`config.mk`:
```
export PLATFORM = sky130hd
export DESIGN_NAME = adc_sipo_capture
export DESIGN_NICKNAME = d
export VERILOG_FILES = /design/src/rtl/adc_sipo_capture.sv
export SDC_FILE = /design/constraint.sdc
export NUM_CORES = 1
export LEC_CHECK = 0
export ABC_AREA = 1
export ABC_CLOCK_PERIOD_IN_PS = 3700
export BUFFER_PORTS_ARGS = -buffer_cell sky130_fd_sc_hd__buf_2
export CORE_ASPECT_RATIO = 1.1
export CORE_MARGIN = 5
export CORE_UTILIZATION = 50
export DETAILED_ROUTE_END_ITERATION = 16
export PLACE_DENSITY = 0.78
export SLEW_MARGIN = 20
export SYNTH_ARGS = -nofsm -noshare
export SYNTH_HDL_FRONTEND = slang
export SYNTH_SLANG_ARGS = --single-unit
```
`constraint.sdc`:
```
create_clock -name clk -period 3.7 [get_ports clk]
set_input_delay 1.11 -clock clk [delete_from_list [all_inputs] [get_ports clk]]
set_output_delay 1.11 -clock clk [all_outputs]
set_load 0.005 [all_outputs]
```
`src/rtl/adc_sipo_capture.sv`:
```
// Serial-in/parallel-out capture for the ADC frame: shifts sdata during transfer,
// validates the frame at close and queues good samples in a 2-entry FIFO.
module adc_sipo_capture #(
  parameter int DATA_W = 12,
  parameter int LEAD_Z = 3,
  parameter int CNT_W  = 16
) (
  input  logic              clk,
  input  logic              reset,
  input  logic [1:0]        state,
  input  logic              sdata,
  output logic [DATA_W-1:0] sample,
  output logic              sample_valid,
  input  logic              sample_ready,
  output logic              frame_err,
  output logic              overrun,
  output logic [CNT_W-1:0]  drop_count,
  output logic [CNT_W-1:0]  err_count
);

  localparam int F = LEAD_Z + DATA_W;
  localparam logic [1:0] ST_CNT_RST = 2'd1;
  localparam logic [1:0] ST_XFER    = 2'd2;
  localparam logic [1:0] ST_END     = 2'd3;

  logic [F-1:0]      sr_r;
  logic [4:0]        bitcnt_r;
  logic [1:0]        state_q_r;
  logic [DATA_W-1:0] e0_r, e1_r, e0_nxt_s, e1_nxt_s;
  logic [1:0]        cnt_r, cnt_nxt_s;
  logic              valid_r, frame_err_r, overrun_r, overrun_nxt_s;
  logic [CNT_W-1:0]  drop_cnt_r, err_cnt_r;
  logic              close_s, good_s, push_s, pop_s, bad_s;

  // Frame close is the first END cycle directly after a transfer cycle.
  assign close_s = (state == ST_END) && (state_q_r == ST_XFER);
  assign good_s  = (bitcnt_r == 5'(F)) && (sr_r[F-1:DATA_W] == {LEAD_Z{1'b0}});
  assign push_s  = close_s && good_s;
  assign bad_s   = close_s && !good_s;
  assign pop_s   = valid_r && sample_ready;

  // Serial shift register, bit counter and registered controller state.
  always_ff @(posedge clk or posedge reset) begin
    if (reset) begin
      sr_r      <= {F{1'b0}};
      bitcnt_r  <= 5'd0;
      state_q_r <= 2'd0;
    end else begin
      state_q_r <= state;
      if (state == ST_XFER) begin
        sr_r <= {sr_r[F-2:0], sdata};
        if (bitcnt_r != 5'd31) begin
          bitcnt_r <= bitcnt_r + 5'd1;
        end
      end else if (state == ST_CNT_RST) begin
        bitcnt_r <= 5'd0;
      end
    end
  end

  // Two-entry buffer next state: e0 is always the head, so it drives sample directly.
  always_comb begin
    e0_nxt_s      = e0_r;
    e1_nxt_s      = e1_r;
    cnt_nxt_s     = cnt_r;
    overrun_nxt_s = 1'b0;
    case (cnt_r)
      2'd0: begin
        if (push_s) begin
          e0_nxt_s  = sr_r[DATA_W-1:0];
          cnt_nxt_s = 2'd1;
        end else begin
          cnt_nxt_s = 2'd0;
        end
      end
      2'd1: begin
        if (push_s && pop_s) begin
          e0_nxt_s = sr_r[DATA_W-1:0];
        end else if (push_s) begin
          e1_nxt_s  = sr_r[DATA_W-1:0];
          cnt_nxt_s = 2'd2;
        end else if (pop_s) begin
          cnt_nxt_s = 2'd0;
        end else begin
          cnt_nxt_s = 2'd1;
        end
      end
      2'd2: begin
        if (pop_s) begin
          e0_nxt_s = e1_r;
          if (push_s) begin
            e1_nxt_s = sr_r[DATA_W-1:0];
          end else begin
            cnt_nxt_s = 2'd1;
          end
        end else if (push_s) begin
          overrun_nxt_s = 1'b1;
        end else begin
          cnt_nxt_s = 2'd2;
        end
      end
      default: begin
        cnt_nxt_s = 2'd0;
      end
    endcase
  end

  // Buffer storage, status pulses and saturating counters.
  always_ff @(posedge clk or posedge reset) begin
    if (reset) begin
      e0_r        <= {DATA_W{1'b0}};
      e1_r        <= {DATA_W{1'b0}};
      cnt_r       <= 2'd0;
      valid_r     <= 1'b0;
      frame_err_r <= 1'b0;
      overrun_r   <= 1'b0;
      drop_cnt_r  <= {CNT_W{1'b0}};
      err_cnt_r   <= {CNT_W{1'b0}};
    end else begin
      e0_r        <= e0_nxt_s;
      e1_r        <= e1_nxt_s;
      cnt_r       <= cnt_nxt_s;
      valid_r     <= (cnt_nxt_s != 2'd0);
      frame_err_r <= bad_s;
      overrun_r   <= overrun_nxt_s;
      if (overrun_nxt_s && (drop_cnt_r != {CNT_W{1'b1}})) begin
        drop_cnt_r <= drop_cnt_r + CNT_W'(1);
      end
      if (bad_s && (err_cnt_r != {CNT_W{1'b1}})) begin
        err_cnt_r <= err_cnt_r + CNT_W'(1);
      end
    end
  end

  assign sample       = e0_r;
  assign sample_valid = valid_r;
  assign frame_err    = frame_err_r;
  assign overrun      = overrun_r;
  assign drop_count   = drop_cnt_r;
  assign err_count    = err_cnt_r;

endmodule

```
==> results of run 1 <==
registers in the layout, summed over array words and instances, names as in the netlist:
| signal | count |
|---|---|
| err_count | 16 |
| drop_count | 16 |
| frame_err | 1 |
| e1_r | 12 |
| bitcnt_r | 5 |
| overrun | 1 |
| sample_valid | 1 |
| state_q_r | 2 |
| cnt_r | 2 |
| sample | 12 |
| sr_r | 15 |
metal layers:
metal / routed length (µm) / vias up / part of all wire, %
met2: 4260 / 73 / 50
met5: 0 / - / 0
li1: - / 1826 / -
met1: 3860 / 1669 / 45
met4: 76 / 0 / 0.89
met3: 364 / 6 / 4.2
power breakdown:
group	internal, µW	switching, µW	total, µW
sequential	959	52.6	1010
clock	317	344	660
combinational	61.5	89.7	151
how the worst max path moves through the flow:
stage	cells past startpoint	slack, ps	to
floorplan	1	450	bitcnt_r[0]$_DFFE_PP0P_
global placement	8	1180	e1_r[9]$_DFFE_PP0P_
detailed placement	8	1100	e1_r[1]$_DFFE_PP0P_
CTS	11	1380	e1_r[10]$_DFFE_PP0P_
global route	11	1070	e1_r[2]$_DFFE_PP0P_
finish	11	1380	e1_r[1]$_DFFE_PP0P_
cell usage in the layout, fill, tap and decap left out, types with 4 or more instances in the layout:
cell and instances:
nor2_2 7, ha_1 5, nor2_1 47, xnor2_1 10, nand4_1 11, clkbuf_8 9
buf_2 52, nand3_1 14, a21oi_1 8, dfrtp_1 83, o21ai_0 54, nand2_1 219
xor2_1 4, inv_1 63
stage by stage:
| stage | power (µW) | worst slack (ps) | instance area, µm² |
|---|---|---|---|
| after floorplan | 1130 | 453 | 4190 |
| after global placement | 1170 | 1180 | 4550 |
| after detailed placement | 1180 | 1100 | 4550 |
| after CTS | 1850 | 1380 | 4750 |
| after global routing | 1920 | 1070 | 4750 |
| final | 1820 | 1380 | 4750 |
worst max-delay path, stage by stage (launching register included):
cell and delay [ps]:
dfrtp_1 400, ha_1 180, nand2_1 70, nor2_1 140, ha_1 170, nand2_1 60, nor2_2 200, nand2_1 140
inv_1 90, nand2_1 370, o21ai_0 310, inv_1 60
layout make-up:
type | instances | area [µm²] | share of cell area, %
tap | 111 | 139 | 2.93
sequential | 83 | 2080 | 43.8
multi-input combinational | 392 | 1790 | 37.6
inverter | 66 | 251 | 5.30
clock inverter | 7 | 73.8 | 1.56
timing repair buffer | 55 | 295 | 6.22
clock buffer | 9 | 124 | 2.61
cells by family (layout without fill, tap and decap cells):
family                     count (synthesis)  in the layout  synth area share [%]
DFF                                       83             83                  49.6
AOI/OAI and AO/OA                         67             67                  8.39
and+or+nand+nor                          305            305                  29.6
buffers and inverters                     79            137                  7.79
muxes                                      1              1                 0.269
adders and majority gates                  5              5                  1.49
xor gates and xnor gates                  14             14                  2.93
==> results.md, run 1 <==
* VDD IR max at 0.273 mV
* Tmin final at 2320 ps
* Clk_lat worst skew at 360 ps
* Hold Crit Endpoint: sample[0]$_DFFE_PP0P_
* CTS H-tree depth at 3
* Cell taking the most area after synthesis: dfrtp_1
* Vias in the first global route at 3423
* Leakage at 0.00242 µW
* Most instantiated cells after synthesis: nand2_1 (219), dfrtp_1 (83), inv_1 (64)
* Total die area at 10300 µm²
* CTS Buf Count at 9
* Slew headroom at 58.0%
* Synth warn at 0
* Post-synth top area share at 49.6%
* Largest net degree at the start of global routing at 84
* Mean Syn Cell Area at 7.56 µm²
* Iter 0 DRT Violations at 214
* Worst Setup Path Type: reg -> reg
* Antenna diodes at 0
* Gpl congestion at 0.832
* Reg2reg start: bitcnt_r[0]$_DFFE_PP0P_
* CTS hold repair buffers at 0
* RSZ-0062 raised after global routing: false
* Post-route ant nets at 0
* Total track usage at 18.0%
* WL final at 8570 µm
* Final period utilization at 62.7%
* Post-DP HPWL at 6040 µm
* Layout cells sized above 1 at 14.5%
* Crit path arrival time at 2560 ps
* Slew @ Worst Pin at 629 ps
* Initial antenna violation count at 0
* Clk slew on worst S/H paths at 90 ps
* CP max FO at 24
* Synth area leaders: dfrtp_1 (50%), nand2_1 (20%), o21ai_0 (6.4%)
* Site Rows at 35
* Endpoints failing setup at 0
* CTS sink cnt at 83
* Max Clock Freq at 0.431 GHz
* DRT Pass-1 Iters at 4
* Worst Hold Launch: sample[0]$_DFFE_PP0P_
* Ys flop type: dfrtp_1
* Met2 usage at 30.9%
* Async S/R FF share, synth at 100%
* I/O Pins at 53
* Worst Setup Start Kind: register
* Syn nets at 565
* Hold Slack at 489 ps
* PwrDens at 384 nW/µm²
* CP Launch Point: bitcnt_r[0]$_DFFE_PP0P_
* Detailed-route via count at 3574
* Wire per inst at 11.8 µm
* Mapped cell area at 4190 µm²
* Utilization after layout at 57.4%
* Sequential area share after synthesis at 49.6%
* Synthesized flop and latch total at 83
* GRT busiest layer: met2
* Worst Clk Skew at 12.0 ps
* Crit end category: register
* Residual DRC at 0
* Vias/cell at 4.94
* Count leader, synth: nand2_1
* Grt total ovfl at 0
* Longest Clk Path Bufs at 2
* Die Y at 106 µm
* Placed insts at 707
* R2r endpoint: e1_r[1]$_DFFE_PP0P_
* Nets at 618
* First-pass GRT wire length at 15300 µm
* Setup Fix Bufs, Post-CTS at 0
* Hold Crit Class: reg -> reg
* Cells after Synth at 554
* CTS tree: done
* Worst R2R Path Depth at 11
* Crit path required time at 3940 ps
* Port Buf Inserts at 52
* Post-CTS resize count at 0
* Area Growth Syn to Fin at 13.3%
* Met3 Use GR at 4.53%
* TNS Setup at 0 ps
* Flop-to-flop setup slack at 1380 ps
* Max-Cap Viols at 0
* Number of flops mapped to enable cells by yosys at 0
* Slew Viols, Final at 0
* FILL cells at 768
* Non-filler cells, final at 723
* Met1 Usage GRT at 21.9%
* Die X-Extent at 97.3 µm
* Starting Density at 50.6%
* Clock root buffer master: clkbuf_8
* Final hold vios at 0
* Status: complete, no violations
* Core area at 8280 µm²
* Hold Path Stages at 2
* Synth unique cells at 27
Power figures use the tool's default switching activity.
==> inputs of run 2 (changes only) <==
--- a/config.mk
+++ b/config.mk
@@ -6,13 +6,13 @@
 export NUM_CORES = 1
 export LEC_CHECK = 0
 export ABC_AREA = 1
-export ABC_CLOCK_PERIOD_IN_PS = 3700
+export ABC_CLOCK_PERIOD_IN_PS = 2100
 export BUFFER_PORTS_ARGS = -buffer_cell sky130_fd_sc_hd__buf_2
 export CORE_ASPECT_RATIO = 1.1
 export CORE_MARGIN = 5
 export CORE_UTILIZATION = 50
 export DETAILED_ROUTE_END_ITERATION = 16
-export PLACE_DENSITY = 0.78
+export PLACE_DENSITY = 0.81
 export SLEW_MARGIN = 20
 export SYNTH_ARGS = -nofsm -noshare
 export SYNTH_HDL_FRONTEND = slang
==> constraint.sdc (replaced) <==
create_clock -name clk -period 2.1 [get_ports clk]
set_input_delay 0.63 -clock clk [delete_from_list [all_inputs] [get_ports clk]]
set_output_delay 0.63 -clock clk [all_outputs]
set_load 0.005 [all_outputs]
==> run 2 against run 1 <==
Net effect: maximum frequency grew 24%; clock power grew 76%; critical path type unchanged; count of clock-buffer cells in the layout is the same; utilization grew 0.95 points; largest power group unchanged; flip-flop and latch count is the same; final area grew 1.7%; sequential power grew 76%; register-to-register slack lost 1200 ps; die area is the same; clock skew grew 1.5 ps.
==> results.md, run 2 (synthesis results as in run 1) <==
* Status: complete, no violations
* CTS tree: done
* Seq pwr share at 55.3%
* Register area at 2080 µm²
* Gpl congestion at 0.852
* Int Pwr at 2360 µW
* Vias/cell at 4.99
* Worst Setup Path Type: reg -> reg
* PwrDens at 667 nW/µm²
* CTS sink cnt at 83
* Clock root buffer master: clkbuf_8
* I/O Pins at 53
* Total die area at 10300 µm²
* Flop-to-flop setup slack at 220 ps
* Clock share of power at 36.1%
* Worst R2R Path Depth at 12
* CP max FO at 24
* Psw at 863 µW
* Vias in the first global route at 3457
* FILL cells at 722
* CTS Buf Count at 9
* Power after layout at 3220 µW
* RSZ-0062 raised after global routing: false
* Post-route ant nets at 0
* Site Rows at 35
* Initial antenna violation count at 0
* Endpoints failing setup at 0
* Antenna diodes at 0
* Wire per inst at 12.0 µm
* Starting Density at 50.6%
* Most common cell after layout, fill and taps aside: nand2_1
* Slew headroom at 70.7%
* Area occupied by multi-input gates at 1800 µm²
* Tmin final at 1880 ps
* Port Buf Inserts at 52
* Layout cells sized above 1 at 15.9%
* Longest Clk Path Bufs at 2
* Clk slew on worst S/H paths at 90 ps
* Crit end category: register
* Grt total ovfl at 0
* Iter 0 DRT Violations at 176
* First-pass GRT wire length at 15300 µm
* Crit path required time at 2350 ps
* Sw Ratio at 26.8%
* Die Y at 106 µm
* Most frequent cells in the layout: nand2_1 (218), dfrtp_1 (83), inv_1 (63), buf_2 (52), o21ai_0 (48)
* Detailed-route via count at 3636
* Combinational Power Share at 8.6%
* Max Clock Freq at 0.533 GHz
* Core area at 8280 µm²
* VDD IR max at 0.665 mV
* Worst Clk Skew at 13.6 ps
* Crit path arrival time at 2130 ps
* Slew Viols, Final at 0
* R2r endpoint: e1_r[0]$_DFFE_PP0P_
* Post-DP HPWL at 6030 µm
* Max-Cap Viols at 0
* Residual DRC at 0
* Die X-Extent at 97.3 µm
* Largest net degree at the start of global routing at 84
* TNS Setup at 0 ps
* CTS H-tree depth at 3
* Hold Crit Class: in -> async
* Final period utilization at 89.4%
* Total track usage at 17.7%
* DRT Pass-1 Iters at 5
* Clk_lat worst skew at 360 ps
* Slew @ Worst Pin at 440 ps
* Nets at 624
* Leakage at 0.00245 µW
* Hold Slack at 350 ps
* WL final at 8720 µm
* Area Growth Syn to Fin at 15.2%
* Reg2reg start: bitcnt_r[0]$_DFFE_PP0P_
* Worst Setup Start Kind: register
* Final hold vios at 0
[run 2: repair_timing]
action,CTS,global route
resized for setup,0,11
setup endpoints to repair,0,54
endpoints found under the hold margin,0,0
hold buffers,0,0
buffers inserted,0,2
[run 2: how the worst max path moves through the flow]
| stage | startpoint | end | slack, ps | cells past startpoint |
|---|---|---|---|---|
| floorplan | bitcnt_r[0]$_DFFE_PP0P_ | e1_r[0]$_DFFE_PP0P_ | 270 | 12 |
| global placement | err_count[1]$_DFFE_PP0P_ | err_count[15]$_DFFE_PP0P_ | 230 | 8 |
| detailed placement | bitcnt_r[0]$_DFFE_PP0P_ | sample[2]$_DFFE_PP0P_ | 80 | 11 |
| CTS | bitcnt_r[0]$_DFFE_PP0P_ | sample[4]$_DFFE_PP0P_ | 80 | 12 |
| global route | bitcnt_r[0]$_DFFE_PP0P_ | sample[10]$_DFFE_PP0P_ | 10 | 12 |
| finish | bitcnt_r[0]$_DFFE_PP0P_ | e1_r[0]$_DFFE_PP0P_ | 220 | 12 |
[run 2: area by class of cell]
class                           instances  area share, %
Clock inverter                          7           1.56
Clock buffer                            9           2.57
Timing Repair Buffer                   61           7.31
Multi-Input combinational cell        392           37.4
Tap cell                              111           2.88
Inverter                               66           5.26
Sequential cell                        83           43.0
[run 2: through the flow]
step / setup WS [ps] / std cells / util, % / area [µm²]
floorplan: 265 / 554 / - / 4190
global placement: 225 / 711 / 55.5 / 4590
detailed placement: 78.4 / 711 / 55.5 / 4590
CTS: 76.7 / 727 / 57.9 / 4790
global route: 10.7 / 729 / 58.3 / 4830
finish: 223 / 729 / 58.3 / 4830
[run 2: power groups by stage]
stage	clock network, µW	registers, µW	logic (µW)
after floorplan	0	1790	194
after global placement	0	1800	267
after detailed placement	0	1810	275
after CTS	1200	1780	278
after global routing	1260	1800	328
final	1160	1780	277
[run 2: critical path: stages, from the launching register on]
cell and delay, ps:
dfrtp_1 390, ha_1 180, nand2_1 80, nor2_2 110
ha_1 150, nand2_1 80, nor2_4 130, nand2_2 100
inv_1 80, nand2_1 90, buf_12 160, o21ai_0 160
inv_1 60
[run 2: per-layer routing]
| layer | track usage, % | share of wire (%) | vias up |
|---|---|---|---|
| met1 | 22.1 | 44 | 1702 |
| met3 | 4.53 | 6.2 | 9 |
| met5 | 0 | 0 | - |
| met2 | 30.2 | 49 | 93 |
| met4 | 5.93 | 1.2 | 0 |
| li1 | - | - | 1832 |
